--- config.mk ---
export PLATFORM = sky130hd
export DESIGN_NAME = mem_refill_arbiter
export DESIGN_NICKNAME = d
export VERILOG_FILES = /design/src/rtl/mem_refill_arbiter_pkg.sv /design/src/rtl/mem_refill_arbiter_rr_arb_tree.sv /design/src/rtl/mem_refill_arbiter.sv
export SDC_FILE = /design/constraint.sdc
export NUM_CORES = 1
export LEC_CHECK = 0
export BUFFER_PORTS_ARGS = -buffer_cell sky130_fd_sc_hd__buf_2
export CORE_AREA = 4 4 172 174
export DETAILED_ROUTE_END_ITERATION = 12
export DIE_AREA = 0 0 176 178
export PLACE_DENSITY = 0.59
export SLEW_MARGIN = 5
export SYNTH_ARGS = -nofsm -noshare
export SYNTH_HDL_FRONTEND = slang
export SYNTH_SLANG_ARGS = --single-unit
--- constraint.sdc ---
create_clock -name clk_i -period 2.26 [get_ports clk_i]
set_clock_uncertainty 0.05 [all_clocks]
set_input_delay 0.452 -clock clk_i [delete_from_list [all_inputs] [get_ports clk_i]]
set_output_delay 0.452 -clock clk_i [all_outputs]
set_load 0.05 [all_outputs]
--- src/rtl/mem_refill_arbiter_pkg.sv ---
// Shared refill definitions for the cache/PTW side of the memory subsystem.
//   - Refill port indices: which requester sits on which arbiter port.
//   - refill_req_t: one line-refill read request (address, AXI len).
//   - refill_rsp_t: one returned read beat (data, last).
package mem_refill_arbiter_pkg;

    localparam int unsigned ICACHE = 0;
    localparam int unsigned DCACHE = 1;
    localparam int unsigned PTW    = 2;

    localparam int unsigned REFILL_ADDR_W = 64;
    localparam int unsigned REFILL_DATA_W = 64;
    localparam int unsigned REFILL_LEN_W  = 8;

    typedef struct packed {
        logic [REFILL_ADDR_W-1:0] addr;
        logic [REFILL_LEN_W-1:0]  len;
    } refill_req_t;

    typedef struct packed {
        logic [REFILL_DATA_W-1:0] data;
        logic                     last;
    } refill_rsp_t;

endpackage

--- src/rtl/mem_refill_arbiter_rr_arb_tree.sv ---
// Round-robin arbiter with no external lock.
// Ports:
//   clk_i, rst_ni : clock, asynchronous active-low reset
//   req_i         : per-input request
//   gnt_o         : one-hot grant (combinational)
//   req_o         : some input is granted this cycle
//   idx_o         : index of the granted input
// The priority pointer holds the index with highest priority; after every
// grant it moves to the input following the granted one. A grant is assumed
// to be consumed in the cycle it is issued.
module rr_arb_tree #(
    parameter int unsigned NumIn = 3
) (
    input  logic                       clk_i,
    input  logic                       rst_ni,
    input  logic [NumIn-1:0]           req_i,
    output logic [NumIn-1:0]           gnt_o,
    output logic                       req_o,
    output logic [$clog2(NumIn)-1:0]   idx_o
);

    localparam int unsigned IdxWidth = $clog2(NumIn);

    logic [IdxWidth-1:0] rr_q;
    logic [IdxWidth:0]   cand;
    logic [IdxWidth-1:0] cand_idx;

    // Scan inputs starting at the pointer, wrapping modulo NumIn.
    always_comb begin
        gnt_o    = '0;
        req_o    = 1'b0;
        idx_o    = '0;
        cand     = '0;
        cand_idx = '0;
        for (int unsigned off = 0; off < NumIn; off++) begin
            cand = {1'b0, rr_q} + (IdxWidth+1)'(off);
            if (cand >= (IdxWidth+1)'(NumIn)) begin
                cand = cand - (IdxWidth+1)'(NumIn);
            end
            cand_idx = cand[IdxWidth-1:0];
            if (!req_o && req_i[cand_idx]) begin
                req_o           = 1'b1;
                gnt_o[cand_idx] = 1'b1;
                idx_o           = cand_idx;
            end
        end
    end

    always_ff @(posedge clk_i or negedge rst_ni) begin
        if (!rst_ni) begin
            rr_q <= '0;
        end else if (req_o) begin
            rr_q <= (idx_o == IdxWidth'(NumIn - 1)) ? '0 : idx_o + IdxWidth'(1);
        end
    end

endmodule

--- src/rtl/mem_refill_arbiter.sv ---
// Refill read arbiter: shares one AXI AR/R path between refill requesters.
// Ports:
//   clk_i, rst_ni            : clock, asynchronous active-low reset
//   req_valid_i/req_ready_o  : per-port refill request handshake
//   req_addr_i, req_len_i    : per-port request address and AXI len
//   ar_*                     : AXI read-address channel (id = port index)
//   r_*                      : AXI read-data channel
//   rsp_valid_o/rsp_ready_i  : per-port response beat handshake
//   rsp_data_o, rsp_last_o   : response beat payload, shared by all ports
//   bad_id_o                 : R beat carried an id with no matching port
//   idle_o                   : no AR pending and nothing outstanding
// Handshakes: a transfer happens on a rising clock edge where valid and ready
// are both high; a valid source holds its payload stable until that edge, and
// ready may depend combinationally on valid.
module mem_refill_arbiter
    import mem_refill_arbiter_pkg::*;
#(
    parameter int unsigned NrPorts        = 3,
    parameter int unsigned AddrWidth      = 64,
    parameter int unsigned DataWidth      = 64,
    parameter int unsigned IdWidth        = 4,
    parameter int unsigned MaxOutstanding = 4
) (
    input  logic                                        clk_i,
    input  logic                                        rst_ni,
    input  logic [NrPorts-1:0]                          req_valid_i,
    output logic [NrPorts-1:0]                          req_ready_o,
    input  logic [NrPorts-1:0][AddrWidth-1:0]           req_addr_i,
    input  logic [NrPorts-1:0][REFILL_LEN_W-1:0]        req_len_i,
    output logic                                        ar_valid_o,
    input  logic                                        ar_ready_i,
    output logic [AddrWidth-1:0]                        ar_addr_o,
    output logic [REFILL_LEN_W-1:0]                     ar_len_o,
    output logic [IdWidth-1:0]                          ar_id_o,
    input  logic                                        r_valid_i,
    output logic                                        r_ready_o,
    input  logic [IdWidth-1:0]                          r_id_i,
    input  logic [DataWidth-1:0]                        r_data_i,
    input  logic                                        r_last_i,
    output logic [NrPorts-1:0]                          rsp_valid_o,
    input  logic [NrPorts-1:0]                          rsp_ready_i,
    output logic [DataWidth-1:0]                        rsp_data_o,
    output logic                                        rsp_last_o,
    output logic                                        bad_id_o,
    output logic                                        idle_o
);

    localparam int unsigned CntWidth = $clog2(MaxOutstanding + 1);
    localparam int unsigned PortIdxW = $clog2(NrPorts);

    localparam logic [0:0] AR_IDLE = 1'b0;
    localparam logic [0:0] AR_PEND = 1'b1;

    logic [0:0]                        ar_state_q;
    logic [AddrWidth-1:0]              ar_addr_q;
    logic [REFILL_LEN_W-1:0]           ar_len_q;
    logic [IdWidth-1:0]                ar_id_q;
    logic [NrPorts-1:0][CntWidth-1:0]  cnt_q;

    logic [NrPorts-1:0]  eligible;
    logic [NrPorts-1:0]  arb_req;
    logic [NrPorts-1:0]  arb_gnt;
    logic                arb_valid;
    logic [PortIdxW-1:0] arb_idx;
    logic                ar_hs;
    logic                r_last_hs;
    logic                r_id_ok;
    logic [NrPorts-1:0]  cnt_inc;
    logic [NrPorts-1:0]  cnt_dec;

    // A port at its outstanding cap is masked from arbitration.
    always_comb begin
        eligible = '0;
        for (int i = 0; i < NrPorts; i++) begin
            eligible[i] = req_valid_i[i] && (cnt_q[i] < CntWidth'(MaxOutstanding));
        end
    end

    // Requests only reach the arbiter while the AR register is empty, so a
    // grant is never issued in the cycle of an AR handshake.
    assign arb_req = (ar_state_q == AR_IDLE) ? eligible : '0;

    rr_arb_tree #(
        .NumIn (NrPorts)
    ) u_arb (
        .clk_i  (clk_i),
        .rst_ni (rst_ni),
        .req_i  (arb_req),
        .gnt_o  (arb_gnt),
        .req_o  (arb_valid),
        .idx_o  (arb_idx)
    );

    assign req_ready_o = arb_gnt;

    always_ff @(posedge clk_i or negedge rst_ni) begin
        if (!rst_ni) begin
            ar_state_q <= AR_IDLE;
            ar_addr_q  <= '0;
            ar_len_q   <= '0;
            ar_id_q    <= '0;
        end else begin
            case (ar_state_q)
                AR_IDLE: begin
                    if (arb_valid) begin
                        ar_addr_q  <= req_addr_i[arb_idx];
                        ar_len_q   <= req_len_i[arb_idx];
                        ar_id_q    <= IdWidth'(arb_idx);
                        ar_state_q <= AR_PEND;
                    end
                end
                AR_PEND: begin
                    if (ar_ready_i) begin
                        ar_state_q <= AR_IDLE;
                    end
                end
                default: ar_state_q <= AR_IDLE;
            endcase
        end
    end

    assign ar_valid_o = (ar_state_q == AR_PEND);
    assign ar_addr_o  = ar_addr_q;
    assign ar_len_o   = ar_len_q;
    assign ar_id_o    = ar_id_q;

    // R routing: ids beyond the last port are accepted and dropped.
    assign r_id_ok = ({1'b0, r_id_i} < (IdWidth+1)'(NrPorts));

    always_comb begin
        rsp_valid_o = '0;
        r_ready_o   = !r_id_ok;
        for (int i = 0; i < NrPorts; i++) begin
            if (r_id_i == IdWidth'(i)) begin
                rsp_valid_o[i] = r_valid_i;
                r_ready_o      = rsp_ready_i[i];
            end
        end
    end

    assign rsp_data_o = r_data_i;
    assign rsp_last_o = r_last_i;
    assign bad_id_o   = r_valid_i && !r_id_ok;

    // Outstanding counters: +1 on AR handshake, -1 on the last R beat.
    assign ar_hs     = ar_valid_o && ar_ready_i;
    assign r_last_hs = r_valid_i && r_ready_o && r_last_i && r_id_ok;

    always_comb begin
        cnt_inc = '0;
        cnt_dec = '0;
        for (int i = 0; i < NrPorts; i++) begin
            cnt_inc[i] = ar_hs && (ar_id_q == IdWidth'(i));
            cnt_dec[i] = r_last_hs && (r_id_i == IdWidth'(i));
        end
    end

    always_ff @(posedge clk_i or negedge rst_ni) begin
        if (!rst_ni) begin
            cnt_q <= '0;
        end else begin
            for (int i = 0; i < NrPorts; i++) begin
                if (cnt_inc[i] && !cnt_dec[i] && (cnt_q[i] != CntWidth'(MaxOutstanding))) begin
                    cnt_q[i] <= cnt_q[i] + CntWidth'(1);
                end else if (cnt_dec[i] && !cnt_inc[i] && (cnt_q[i] != '0)) begin
                    cnt_q[i] <= cnt_q[i] - CntWidth'(1);
                end
            end
        end
    end

    assign idle_o = (ar_state_q == AR_IDLE) && (cnt_q == '0);

    // Saturation is a safety net only: overflow cannot happen while masking
    // works, underflow means the slave returned a last beat nobody asked for.
    for (genvar g = 0; g < NrPorts; g++) begin : g_cnt_chk
        a_no_overflow : assert property (@(posedge clk_i) disable iff (!rst_ni)
            !(cnt_inc[g] && !cnt_dec[g] && (cnt_q[g] == CntWidth'(MaxOutstanding))));
        a_no_underflow : assert property (@(posedge clk_i) disable iff (!rst_ni)
            !(cnt_dec[g] && !cnt_inc[g] && (cnt_q[g] == '0)));
    end

endmodule
; After elaboration in Yosys (flattened, before gate mapping)
; Index checks and enable logic that the tools add are counted.
[totals]
ff_bits = 86
inputBits = 295
output_inout_bits = 151
word_cells = 141
[classes]
addsub = 12
n_lt_le_gt_ge = 14
n_eq_ne = 8
n_mux = 45
bitwise_logic = 3
n_reduce_logical = 51
[op_table]
columns = cell, n
row1 = $bmux W64 S2, 1
row2 = $mux W64, 1
row3 = $logic_and A1 B1 Y1, 32
row4 = $mux W3, 10
row5 = $mux W1, 17
row6 = $bmux W8 S2, 1
row7 = $mux W2, 7
row8 = $lt A2 B3 Y1 const B, 4
row9 = $add A3 B1 Y3 const B, 3
row10 = $logic_not A1 Y1, 9
row11 = $logic_not A9 Y1, 1
row12 = $lt A3 B3 Y1 const B, 3
row13 = $ne A3 B3 Y1 const B, 3
row14 = $reduce_bool A3 Y1, 3
row15 = $sub A3 B1 Y3 const B, 3
row16 = $logic_not A4 Y1, 2
row17 = $mux W8, 1
row18 = $bmux W1 S2, 3
row19 = $demux W1 S2, 3
row20 = $ge A2 B1 Y1 const B, 3
row21 = $ge A3 B2 Y1 const B, 2
row22 = $or A3 B3 Y3, 2
row23 = $reduce_bool A2 Y1, 3
row24 = $sub A2 B2 Y2 const B, 3
row25 = 12 further kinds, 13

; Longest topological paths before layout
; Gate-level depths: netlist (run 1).
[logic_depth]
ltp_word = 14
mapped_depth = 10
depth_no_buf = 8

; Modules after synthesis
; From an unflattened synthesis (run 1), not the netlist that was laid out.
[hier_totals]
cells_unflattened = 706
hier_area_um2 = 5899.4
[modules_own_cells]
columns = module, n_inst, cells_per_inst, area_per_inst_um2, seq_area_each_um2
row1 = mem_refill_arbiter, 1, 653, 5464.0, 2102.0
row2 = rr_arb_tree, 1, 53, 435.4, 50.0

; Least setup slack after synthesis (run 1)
; Ideal clock, no wire load.
[synth_timing]
path_type = register -> output
startpoint = register ar_state_q (netlist: ar_valid_o)
endpoint = output port req_ready_o[0]
arrival_ns = 2.584
required_ns = 1.758
slack_ns = -0.826
stages_incl_launch_ff = 8
path_buffers = 2
cell_sequence = dfrtp_1 -> buf_6 -> or3b_4 -> buf_6 -> nor4_1 -> o22ai_1 -> o41a_1 -> o221ai_1
[synth_between]
elab_chain_cells = 10
elab_cells_between_ends = 18
classes_between = mux (12) / bitwise (2) / reduce/logical (4)
[synth_rtl]
columns = element, line
row1 = "start, declared", mem_refill_arbiter.sv:54  ; logic [0:0] ar_state_q;
row2 = "start signal, assigned", mem_refill_arbiter.sv:98  ; ar_state_q <= AR_IDLE;
row3 = "start signal, assigned", mem_refill_arbiter.sv:109  ; ar_state_q <= AR_PEND;
row4 = "start signal, assigned", mem_refill_arbiter.sv:114  ; ar_state_q <= AR_IDLE;
row5 = $mux W3 *, mem_refill_arbiter.sv:81  ; assign arb_req = (ar_state_q == AR_IDLE) ? eligible : '0;
row6 = $bmux W1 S2, mem_refill_arbiter_rr_arb_tree.sv:41  ; if (!req_o && req_i[cand_idx]) begin
row7 = $mux W1 (implied by the code), mem_refill_arbiter_rr_arb_tree.sv:41
row8 = $mux W1, mem_refill_arbiter_rr_arb_tree.sv:41
row9 = $logic_not A1 Y1, mem_refill_arbiter_rr_arb_tree.sv:41
row10 = $logic_and A1 B1 Y1, mem_refill_arbiter_rr_arb_tree.sv:41
row11 = $mux W1, mem_refill_arbiter_rr_arb_tree.sv:41
row12 = $logic_not A1 Y1, mem_refill_arbiter_rr_arb_tree.sv:41
row13 = $logic_and A1 B1 Y1, mem_refill_arbiter_rr_arb_tree.sv:41
row14 = $mux W3 *, mem_refill_arbiter_rr_arb_tree.sv:41
row15 = "end, declared", mem_refill_arbiter.sv:27  ; output logic [NrPorts-1:0] req_ready_o,
; Every way passes the cells marked *; elsewhere a longest branch is shown, timed or not. The select of a mux whose other input is x is not followed.

; Final worst setup path (run 1)
[layout_timing]
startpoint = register ar_state_q (netlist: ar_valid_o)
endpoint = output port req_ready_o[2]
; The elaborated chain is that of the path after synthesis.

==> run metrics, run 1 <==
GRT Overall Usage 0.171; highest-count cells in the layout ignoring fill and taps buf_2 (310), dfrtp_1 (83), o21ai_0 (79); clock transition at the registers of the reported paths 0.07 ns; ANT nets after route 0; clock tree buffer depth 2; Synth area leader dfrtp_1; Pwr Density 1650 mW/mm^2; Fill cells 2,643; WP buf/inv 2; Place WS -0.316 ns; register bit total from synthesis 86; first drt pass iteration count 5; CTS tree done; Reg area 0.00216 sq mm; PnR worst setup slack -0.446 ns; Final min period 2.71 ns; outcome complete, but fails checks; I/O pin total 446; worst slew pin tran 0.959 ns; Critical Path AT 2.20 ns; DRC 0; Post-Synthesis Cells 756; dpl hpwl 19.9 mm; FP Rows 61; static leakage 4.47 nW; PortBufs 315; Post-synth EDFFs 0; RSZ-0062 raised after global routing true; cell family with most CP delay simple AND/OR/NAND/NOR gates; die width 176 um; Overall Power 19.5 mW; H-tree levels 3; Placer Congestion 0.834; final hold violations 0; gr ovfl total 0; worst path required time 1.76 ns; Yosys Warn Count 0; global-route wire length before repair 42.1 mm; top cells by area, synth dfrtp_1 (32%), mux2_2 (12%), a2111oi_0 (9.4%); clk sinks 86; DRT iter0 DRCs 337; core area 0.0278 sq mm; area grow syn2layout 75.5%; DR vias/cell 5.36; hold buffer count at CTS 0; CTS buffer count 9; maximum clock frequency 0.370 GHz; # nets final 1,344; largest net degree at the start of global routing 44; WHS 0.0229 ns; Initial Util 0.242; Worst slew margin 0.361; final wirelength 32.3 mm; worst path cell trace or3b_4 > buf_4 > nor2_4 > a32oi_1 > o22a_1 > o211ai_1 > buf_4; failing checks setup timing; Yosys cell types 61; maximum VDD drop 0.902 mV; top cell type's share of synthesized area 0.320; worst min-delay path class primary input to asynchronous set/reset pin; Tcrit/Tclk final 1.20; CP max stage delay 0.45 ns; Die Y 178 um; critical path type flop to output port; Worst setup SP type flop; crit-path max FO 6; synthesized area per cell 8.91 sq um; register area share after synthesis 0.320; CP Capture Type output port; die area 0.0313 sq mm; Setup-failing EPs final 76; DR WL/cell 22.7 um; Post-synth ARST share 1.00; total of max-cap violations 0; layout cell share with drive strength beyond 1 0.647; Final Slew Violations 0; worst-skew pair later-pin latency 0.34 ns; initial antenna violation count 3; vias in the first global route 7,659; CP max-delay cell dfrtp_2; most common cell after layout, fill and taps aside buf_2; DR vias 7,650; Cell Area, Synth 0.00673 sq mm; most frequent CP cell buf_4; Multi-input gate area 0.00573 sq mm; ys flop type dfrtp_1; Clk Tree Root Cell clkbuf_16
[timing repair]
item                       4_1_cts  5_1_grt
pin swaps                        9       46
resized for setup               42      194
setup buffers                    4       16
gates cloned                     4       13
setup endpoints to repair       77       81
[per-stage QoR]
stage | TNS [ns] | std cells | instance area (sq um) | util
after floorplan | -2.28 | 757 | 7350 | -
after global placement | -15.45 | 1375 | 9270 | 0.334
after detailed placement | -16.93 | 1375 | 9270 | 0.334
after CTS | -17.92 | 1399 | 10000 | 0.361
after global routing | -21.22 | 1426 | 11800 | 0.425
final | -16.81 | 1426 | 11800 | 0.425
[power breakdown]
part / internal [mW] / switching, mW / leakage (nW)
clock: 0.816 / 0.705 / 0.138
combinational: 5.97 / 9.10 / 3.33
sequential: 2.39 / 0.545 / 1.00
total: 9.17 / 10.3 / 4.47
[cell usage after synthesis, types with 3 or more instances]
cell       count
a2111oi_0     72
a21o_1         6
a21oi_1        8
a31oi_1       72
buf_2         24
buf_4         75
clkbuf_1      51
clkbuf_2       5
dfrtp_1       86
fa_1           3
ha_1           4
inv_1         14
mux2_2        73
nand2_1       14
nand2b_1       4
nand3_1       77
nor2_1        11
nor3_1         6
nor4_1         3
nor4b_1        3
o211ai_1       4
o21ai_0       83
o22ai_1        5
or3b_4         3
[area by class of cell]
cell class                 count  share of cell area
inverter                      16             0.00572
clock inverter                 5             0.00349
antenna                        1            0.000212
multi-input combinational    500               0.485
clock buffer                  11              0.0214
sequential                    86               0.182
tap                          378              0.0400
timing repair buffer         429               0.262
[cell families after synthesis]
logic type,Yosys count,share of synthesized area
flops,86,0.320
fa+ha+maj,8,0.0180
xor+xnor,4,0.00632
mux,75,0.125
simple gates,137,0.112
buf+inv,173,0.146
other cells,1,0.000557
compound gates,272,0.273
[registers in the layout (all words and copies together), names as in the netlist]
| name | count |
|---|---|
| cnt_q | 9 |
| ar_id_o | 2 |
| ar_addr_o | 64 |
| u_arb.rr_q | 2 |
| ar_valid_o | 1 |
| ar_len_o | 8 |
[worst reg2reg max path: cells and delay by family (launching register included)]
family | cells | cell delay, ns
compound gates | 2 | 0.60
buf+inv | 6 | 0.68
flops | 1 | 0.40
fa+ha+maj | 2 | 0.59
mux | 1 | 0.16
[layer usage]
layer,vias to the layer above,GRT usage,share of wire
met2,348,0.310,0.52
met4,2,0.0763,0.044
met1,3753,0.195,0.38
li1,3450,-,-
met3,97,0.0322,0.057
met5,-,0,0.00037
[worst paths after layout]
kind	slack, ns	startpoint	to	depth (start not counted)
setup / recovery	-0.45	ar_valid_o	req_ready_o[2]	7
max in group asynchronous	1.47	rst_ni	ar_addr_o[20]	2
hold reg to reg	0.45	ar_addr_o[6]	ar_addr_o[6]	1
setup reg to reg	-0.29	u_arb.rr_q[0]	ar_addr_o[52]	11
min in group clk_i	0.36	ar_ready_i	ar_valid_o	3
hold / removal	0.02	rst_ni	cnt_q[6]	1
Note: power is estimated with default switching activity, not from simulation.
==> run 2: changes to the inputs <==
--- a/config.mk
+++ b/config.mk
@@ -9,6 +9,7 @@
 export CORE_AREA = 4 4 172 174
 export DETAILED_ROUTE_END_ITERATION = 12
 export DIE_AREA = 0 0 176 178
+export MAX_ROUTING_LAYER = met4
 export PLACE_DENSITY = 0.59
 export SLEW_MARGIN = 5
 export SYNTH_ARGS = -nofsm -noshare
==> run 2 against run 1 <==
  * The flow still finishes with violations (setup timing)
  * Cell area down 0.31%
  * Final cell count unchanged
  * Non-clock buffer count down 1
  * Highest routed layer is now met4
==> run metrics, run 2 (synthesis gave the netlist of run 1 again) <==
outcome complete, but fails checks; failing checks setup timing; Clock power frac 0.078; GRT Overall Usage 0.176; PnR worst setup slack -0.439 ns; Initial Util 0.242; worst path cell trace or3b_4 > buf_4 > nor2_4 > a32oi_1 > o22a_1 > o211ai_1 > buf_4; worst min-delay path class primary input to asynchronous set/reset pin; global route hottest layer met2; final core utilization 0.424; Final min period 2.70 ns; Critical Path AT 2.20 ns; worst path required time 1.76 ns; power share of the sequential group 0.151; cell family with most CP delay simple AND/OR/NAND/NOR gates; crit-path max FO 6; Sw Pwr 10.3 mW; dpl hpwl 19.9 mm; maximum VDD drop 0.778 mV; RSZ-0062 raised after global routing true; initial antenna violation count 3; worst-skew pair later-pin latency 0.34 ns; Place WS -0.316 ns; H-tree levels 3; CTS tree done; FP Rows 61; core area 0.0278 sq mm; maximum clock frequency 0.371 GHz; # nets final 1,343; ANT nets after route 0; global-route wire length before repair 42.0 mm; worst slew pin tran 0.938 ns; clock transition at the registers of the reported paths 0.07 ns; I/O pin total 446; largest net degree at the start of global routing 44; Global Route met1 Usage 0.199; clock tree buffer depth 2; CP max-delay cell dfrtp_2; CP max stage delay 0.45 ns; Logic pwr share 0.771; CP Capture Type output port; Placer Congestion 0.846; total of max-cap violations 0; Worst slew margin 0.374; max reg flops 64; Die Y 178 um; Setup-failing EPs final 76; PortBufs 315; Sw Share 0.530; Pwr Density 1650 mW/mm^2; grt met3 use 0.0276; gr ovfl total 0; met2 Usage GRT 0.310; DR vias 7,627; vias in the first global route 7,655; first drt pass iteration count 5; hold buffer count at CTS 0; die width 176 um; most frequent CP cell buf_4; Final Slew Violations 0; post-route insts no fill 1,426; Tcrit/Tclk final 1.19; die area 0.0313 sq mm; DRT iter0 DRCs 313; most common cell after layout, fill and taps aside buf_2; placed cells 1,375; final hold violations 0; DR vias/cell 5.35; static leakage 4.45 nW; highest-count cells in the layout ignoring fill and taps buf_2 (310), dfrtp_1 (83), o21ai_0 (79); CTS buffer count 9; clk sinks 86; Worst setup SP type flop; WP buf/inv 2; DR WL/cell 22.4 um; area grow syn2layout 75.0%; layout cell share with drive strength beyond 1 0.647; DRC 0; final wirelength 31.9 mm; WHS 0.0248 ns; Clk Tree Root Cell clkbuf_16; Fin Setup TNS -15.86 ns; P_int 9.14 mW; critical path type flop to output port
-- run 2: power by group through the flow --
| stage | Sequential [mW] | Clock, mW | Combinational, mW |
|---|---|---|---|
| after floorplan | 5.26 | 0 | 5.87 |
| after global placement | 2.90 | 0 | 11.3 |
| after detailed placement | 2.91 | 0 | 11.4 |
| after CTS | 2.90 | 1.61 | 12.3 |
| after global routing | 3.03 | 1.66 | 15.7 |
| final | 2.93 | 1.52 | 15.0 |
-- run 2: final timing paths --
kind | start | to | slack (ns) | depth (start not counted)
max | ar_valid_o | req_ready_o[2] | -0.44 | 7
max in group asynchronous | rst_ni | ar_addr_o[20] | 1.47 | 2
min in group clk_i | ar_ready_i | ar_valid_o | 0.36 | 3
min reg2reg | ar_addr_o[6] | ar_addr_o[6] | 0.45 | 1
max reg2reg | u_arb.rr_q[0] | ar_addr_o[52] | -0.28 | 11
min | rst_ni | cnt_q[6] | 0.02 | 1
-- run 2: worst register-to-register path, stage by stage, from the launching register on --
cell       delay, ns
dfrtp_1         0.40
inv_2           0.08
ha_4            0.15
buf_6           0.10
inv_4           0.04
buf_6           0.12
maj3_4          0.43
a211o_4         0.44
buf_6           0.16
clkbuf_16       0.19
a31oi_1         0.15
mux2_2          0.16
-- run 2: layer usage --
metal / up-vias / wire length [um]
met1: 3737 / 12100
met3: 93 / 1890
li1: 3448 / -
met4: 0 / 1340
met5: - / 0
met2: 349 / 16500
-- run 2: through the flow --
stage | total power, mW | area [sq um]
2_1_floorplan | 11.1 | 7350
5_1_grt | 20.4 | 11800
3_3_place_gp | 14.2 | 9270
6_report | 19.4 | 11800
4_1_cts | 16.9 | 10000
3_5_place_dp | 14.3 | 9270
-- run 2: layout make-up --
cell class | instances | area, sq um
Fill cell | 2643 | 16000
Multi-Input combinational cell | 500 | 5700
Timing Repair Buffer | 428 | 3080
Sequential cell | 86 | 2160
Tap cell | 378 | 473
Clock buffer | 11 | 253
Inverter | 16 | 67.6
Clock inverter | 5 | 41.3
Antenna cell | 2 | 5.00
-- run 2: repair_timing --
action,CTS,global route
pin swaps,9,44
resized for setup,42,188
gates cloned,4,13
endpoints found under the hold margin,0,0
buffers inserted,4,15
endpoints found under the setup margin,77,81
